<file path="config.mk">
export PLATFORM = sky130hd
export DESIGN_NAME = hlen_extract
export DESIGN_NICKNAME = d
export VERILOG_FILES = /design/src/rtl/hlen_extract.sv
export SDC_FILE = /design/constraint.sdc
export NUM_CORES = 1
export LEC_CHECK = 0
export ABC_AREA = 1
export CAP_MARGIN = 5
export CORE_ASPECT_RATIO = 1.4
export CORE_UTILIZATION = 40
export DETAILED_ROUTE_END_ITERATION = 10
export PLACE_DENSITY_LB_ADDON = 0.12
export SKIP_CTS_REPAIR_TIMING = 1
export SLEW_MARGIN = 20
export SYNTH_ARGS = -nofsm -noshare
export SYNTH_HDL_FRONTEND = slang
export SYNTH_SLANG_ARGS = --single-unit
</file>
<file path="constraint.sdc">
create_clock -name clk -period 1.9 [get_ports clk]
set_input_delay 0.38 -clock clk [delete_from_list [all_inputs] [get_ports clk]]
set_output_delay 0.38 -clock clk [all_outputs]
set_load 0.005 [all_outputs]
</file>
<file path="src/rtl/hlen_extract.sv">
// Snoops the packet FIFO write stream, decodes the IPv4 version/IHL byte of each packet,
// and issues a one-cycle HLEN register write (header length in bytes) or an error pulse.
module hlen_extract #(
    parameter logic [15:0] ETH_TYPE = 16'h0800,
    parameter int          CNT_W    = 16
) (
    input  logic             clk,
    input  logic             rst_FIFO_n,
    input  logic [63:0]      in_data,
    input  logic [7:0]       in_ctrl,
    input  logic             in_wr,
    output logic             HLEN_Reg_write_en,
    output logic [63:0]      HLEN_in,
    output logic             hdr_err,
    output logic [CNT_W-1:0] good_cnt,
    output logic [CNT_W-1:0] err_cnt
);

    typedef enum logic [1:0] {
        IDLE    = 2'd0,
        W1      = 2'd1,
        PAYLOAD = 2'd2,
        DROP    = 2'd3
    } state_t;

    localparam logic [CNT_W-1:0] CNT_ONE = CNT_W'(1);
    localparam logic [CNT_W-1:0] CNT_MAX = {CNT_W{1'b1}};

    state_t             state_q,    state_d;
    logic               wr_en_q,    wr_en_d;
    logic [63:0]        hlen_q,     hlen_d;
    logic               err_q,      err_d;
    logic [CNT_W-1:0]   good_cnt_q, good_cnt_d;
    logic [CNT_W-1:0]   err_cnt_q,  err_cnt_d;

    // Fields of Ethernet word 1: ethertype followed by the first IPv4 byte.
    logic [15:0] ethertype;
    logic [3:0]  version;
    logic [3:0]  ihl;
    logic        is_ctrl;
    logic        hdr_ok;

    assign ethertype = in_data[31:16];
    assign version   = in_data[15:12];
    assign ihl       = in_data[11:8];
    assign is_ctrl   = (in_ctrl != 8'd0);
    assign hdr_ok    = (ethertype == ETH_TYPE) && (version == 4'd4) && (ihl >= 4'd5);

    logic unused_data_bits;
    assign unused_data_bits = ^{in_data[63:32], in_data[7:0]};

    always_comb begin
        // NOTE: every signal written here gets a default first, so no path can infer a latch.
        state_d    = state_q;
        hlen_d     = hlen_q;
        good_cnt_d = good_cnt_q;
        err_cnt_d  = err_cnt_q;
        wr_en_d    = 1'b0;
        err_d      = 1'b0;

        if (in_wr) begin
            unique case (state_q)
                IDLE: begin
                    if (!is_ctrl) begin
                        state_d = W1;
                    end
                end
                W1: begin
                    if (!is_ctrl && hdr_ok) begin
                        hlen_d  = {58'b0, ihl, 2'b00};
                        wr_en_d = 1'b1;
                        if (good_cnt_q != CNT_MAX) begin
                            good_cnt_d = good_cnt_q + CNT_ONE;
                        end
                        state_d = PAYLOAD;
                    end else begin
                        // A control word here is a runt; anything else is a bad header.
                        err_d = 1'b1;
                        if (err_cnt_q != CNT_MAX) begin
                            err_cnt_d = err_cnt_q + CNT_ONE;
                        end
                        state_d = is_ctrl ? IDLE : DROP;
                    end
                end
                PAYLOAD, DROP: begin
                    if (is_ctrl) begin
                        state_d = IDLE;
                    end
                end
                default: state_d = IDLE;
            endcase
        end
    end

    // NOTE: sequential state uses non-blocking assignments so all flops update together at the edge.
    always_ff @(posedge clk or negedge rst_FIFO_n) begin
        if (!rst_FIFO_n) begin
            state_q    <= IDLE;
            wr_en_q    <= 1'b0;
            hlen_q     <= 64'd0;
            err_q      <= 1'b0;
            good_cnt_q <= '0;
            err_cnt_q  <= '0;
        end else begin
            state_q    <= state_d;
            wr_en_q    <= wr_en_d;
            hlen_q     <= hlen_d;
            err_q      <= err_d;
            good_cnt_q <= good_cnt_d;
            err_cnt_q  <= err_cnt_d;
        end
    end

    assign HLEN_Reg_write_en = wr_en_q;
    assign HLEN_in           = hlen_q;
    assign hdr_err           = err_q;
    assign good_cnt          = good_cnt_q;
    assign err_cnt           = err_cnt_q;

endmodule

</file>
==> flow_metrics.py, run 1 <==
metrics = {
    "floorplanning": {
        "dieArea_um2": 8350,
        "fp-row-count": 38,
        "floorplan.initialDensity": 0.412,
        "floorplan.die.height_um": 108,
        "boundaryPins": 173,
        "die_width_um": 77.5,
        "coreArea_um2": 7750,
    },
    "sta": {
        "post-route-worst-setup-slack_ps": 155,
        "final.min_clock_period_ps": 1740,
        "max_clock_freq_mhz": 573,
        "timing.final.setup_violations": 0,
        "tns_ps": 0,
        "max-slew-margin-rel": 0.643,
        "finalCritPeriodShare": 0.918,
        "clock-skew-final_ps": 9.02,
        "fin_worst_hold_slack_ps": 141,
        "final-max-slew-violation-count": 0,
        "unrepaired_setup_endpoints_after_global_routing": "no",
        "worst_slew_pin_slew_ps": 536,
        "timing_hold_violations_final": 0,
    },
    "critical_path": {
        "crit_chain": "buf_4 > clkdlybuf4s50_1",
        "crit_path_max_fanout": 4,
        "startpoint": "good_cnt[12]$_DFFE_PN0P_",
        "r2r_cells": 9,
        "worst_reg2reg_startpoint": "good_cnt[0]$_DFFE_PN0P_",
        "setup.worst_path.start_class": "flop",
        "worst_path_required_time_ps": 1520,
        "critPathSlowestCell": "sky130_fd_sc_hd__clkdlybuf4s50_1",
        "cp_slowest_stage_delay_ps": 490,
        "crit_path_end_kind": "output pin",
        "crit_arrival_ps": 1360,
        "timing_worst_setup_path_type": "flop to output pin",
    },
    "detailed_routing": {
        "detail_route.iter0.violations": 79,
        "detailedRoute.firstPassIterationCount": 4,
        "route.final.wire_length_mm": 7.52,
        "postRouteAntennaNets": 0,
        "detail_route.vias_per_cell": 4.63,
        "post_drt_wl_per_cell_um": 11.5,
        "dr_total_vias": 3027,
        "drt_drc_violations_left": 0,
    },
    "logic_synthesis": {
        "synthesized_area_fraction_occupied_by_ao_oa_aoi_and_oai_cells": 0.0114,
        "synth.distinct_cells": 28,
        "synth_enable_flop_cells": 0,
        "synth_fa_ha_area_frac": 0.00784,
        "synth_top_cells_by_count": "154 x sky130_fd_sc_hd__nand2_1, 61 x sky130_fd_sc_hd__buf_4, 53 x sky130_fd_sc_hd__nor2_1, 48 x sky130_fd_sc_hd__nand4_1, 40 x sky130_fd_sc_hd__dfrtp_1",
        "synth_seq_area_share": 0.313,
        "synth_most_common_cell": "sky130_fd_sc_hd__nand2_1",
        "synth.area.mux_share": 0,
        "synth_top_family_by_area": "simple AND/OR/NAND/NOR gates",
        "postSynth.asyncResetShare": 1.00,
        "synthesis.area_per_instance_um2": 6.90,
        "proportion_of_netlist_area_held_by_the_largest_area_contributor": 0.313,
        "netlist_top_cells_area": "sky130_fd_sc_hd__dfrtp_1 31%, sky130_fd_sc_hd__nand2_1 18%, sky130_fd_sc_hd__buf_4 14%",
        "number_of_cells_produced_by_synthesis": 463,
        "yosysWarnings": 0,
        "post_synth_instance_area_um2": 3190,
        "synth_largest_area_cell": "sky130_fd_sc_hd__dfrtp_1",
        "synth-seq-cells": 40,
        "ys.flop_type": "sky130_fd_sc_hd__dfrtp_1",
        "yosys.area_share.simple": 0.418,
        "post_synth_xor_area_fraction": 0.0384,
    },
    "final_layout": {
        "layout.cells.non_filler": 654,
        "fillCellCount": 796,
        "insertedDiodeCount": 0,
        "final_core_util": 0.519,
        "finish.net_count": 630,
        "synthToLayoutAreaGrowth_pct": 25.9,
        "drive_above_1_share": 0.0830,
    },
    "placement": {
        "placed_cells": 644,
        "placement.setup.worst_slack_ps": -114,
        "place.port_buffers": 72,
        "detailedPlacementHpwl_mm": 5.61,
        "gp_congestion": 0.844,
    },
    "clock_network": {
        "tritoncts.num_buffers": 5,
        "clock-root-buffer": "sky130_fd_sc_hd__clkbuf_8",
        "clk_path_buf_depth": 2,
        "htree_levels": 2,
        "clk_latency_ps": 290,
        "clock-sinks": 40,
        "tritoncts": "done",
        "clk_pin_slew_ps": 80,
    },
    "outcome": {
        "outcome": "finished clean",
    },
    "hold_path": {
        "hold_path_class": "input port to asynchronous set/reset pin",
    },
    "power_and_ir_drop": {
        "seq_power_share": 0.485,
        "switching_share": 0.294,
        "clock_power_share": 0.296,
        "power-per-cell-area_nw_per_um2": 478,
        "switching_power_w": 0.000565,
        "intPower_w": 0.00136,
        "ir_drop_worst_case_vdd_v": 0.000295,
        "static-leakage-power_nw": 1.97,
        "combPwrFrac": 0.219,
    },
    "run": {
        "drv.max_cap_violation_count": 0,
    },
    "global_route": {
        "overflow": 0,
        "grt_first_pass_wirelength_mm": 12.8,
        "grt_max_degree": 41,
        "vias_in_the_first_global_route": 2850,
        "antenna_violations_before_repair": 0,
        "grt_use_total": 0.189,
    },
}
-- routing by layer --
metal | vias to the layer above | GRT usage | wire (um)
met3 | 9 | 0.0212 | 211
met5 | - | 0 | 0
met1 | 1409 | 0.213 | 3060
met2 | 70 | 0.357 | 4130
li1 | 1539 | - | -
met4 | 0 | 0.0782 | 120
-- cell type report --
type	count	area, um^2	area share
inverter	40	150	0.0373
clock inverter	3	18.8	0.00467
tap	100	125	0.0311
multi-input combinational	371	1740	0.434
clock buffer	5	68.8	0.0171
sequential	40	1000	0.249
timing repair buffer	95	913	0.227
-- power by group through the flow --
stage / registers (W) / clock network (W) / logic (W)
3_3_place_gp: 0.000948 / 0 / 0.000413
5_1_grt: 0.000938 / 0.000625 / 0.000482
6_report: 0.000932 / 0.000568 / 0.000422
4_1_cts: 0.000933 / 0.000597 / 0.000421
2_1_floorplan: 0.000957 / 0 / 0.000269
3_5_place_dp: 0.000950 / 0 / 0.000420
-- cells by family after synthesis --
family / Yosys count
fa+ha+maj: 2
flops: 40
compound gates: 7
simple gates: 288
other cells: 1
xor+xnor: 14
buf+inv: 111
-- critical path, delay by kind of cell (launching register included) --
family   cells  cell delay [ps]
buf+inv      2              650
flops        1              420
-- flip-flops by register name, summed over array words and instances, names as in the netlist --
name / count
good_cnt: 16
state_q: 2
hdr_err: 1
HLEN_in: 4
HLEN_Reg_write_en: 1
err_cnt: 16
-- cells in the final DEF (no fill, tap or decap), drive strengths merged --
cell type and count:
nand3 20, xor2 6, clkinv 3, nor3 2, inv 40, ha 2, a21oi 1, nor2 60
dfrtp 40, o22ai 1, clkbuf 5, nand2 156, clkdlybuf4s50 71, nand3b 1, nand4 49, o21ai 5
buf 24, conb 60, xnor2 8
-- stage by stage --
| stage | total power (W) | area, um^2 |
|---|---|---|
| finish | 0.00192 | 4020 |
| global placement | 0.00136 | 3920 |
| CTS | 0.00195 | 4010 |
| floorplan | 0.00123 | 3410 |
| global route | 0.00204 | 4020 |
| detailed placement | 0.00137 | 3920 |
-- final timing paths --
check	to	slack [ps]
setup / recovery	good_cnt[12]	160
hold / removal	err_cnt[11]$_DFFE_PN0P_	140
setup reg to reg	good_cnt[9]$_DFFE_PN0P_	270
hold reg to reg	HLEN_in[2]$_DFFE_PN0P_	490
max in group asynchronous	state_q[1]$_DFFE_PN0P_	1380
min in group clk	HLEN_in[2]$_DFFE_PN0P_	490
No activity file was read; power rests on OpenSTA's default activity.
==> inputs of run 2 (changes only) <==
- CTS_CLUSTER_DIAMETER: not set -> 150
- GPL_ROUTABILITY_DRIVEN: not set -> 0
==> results of run 2 <==
The final DEF is identical to that of run 1; final timing and power are the same.
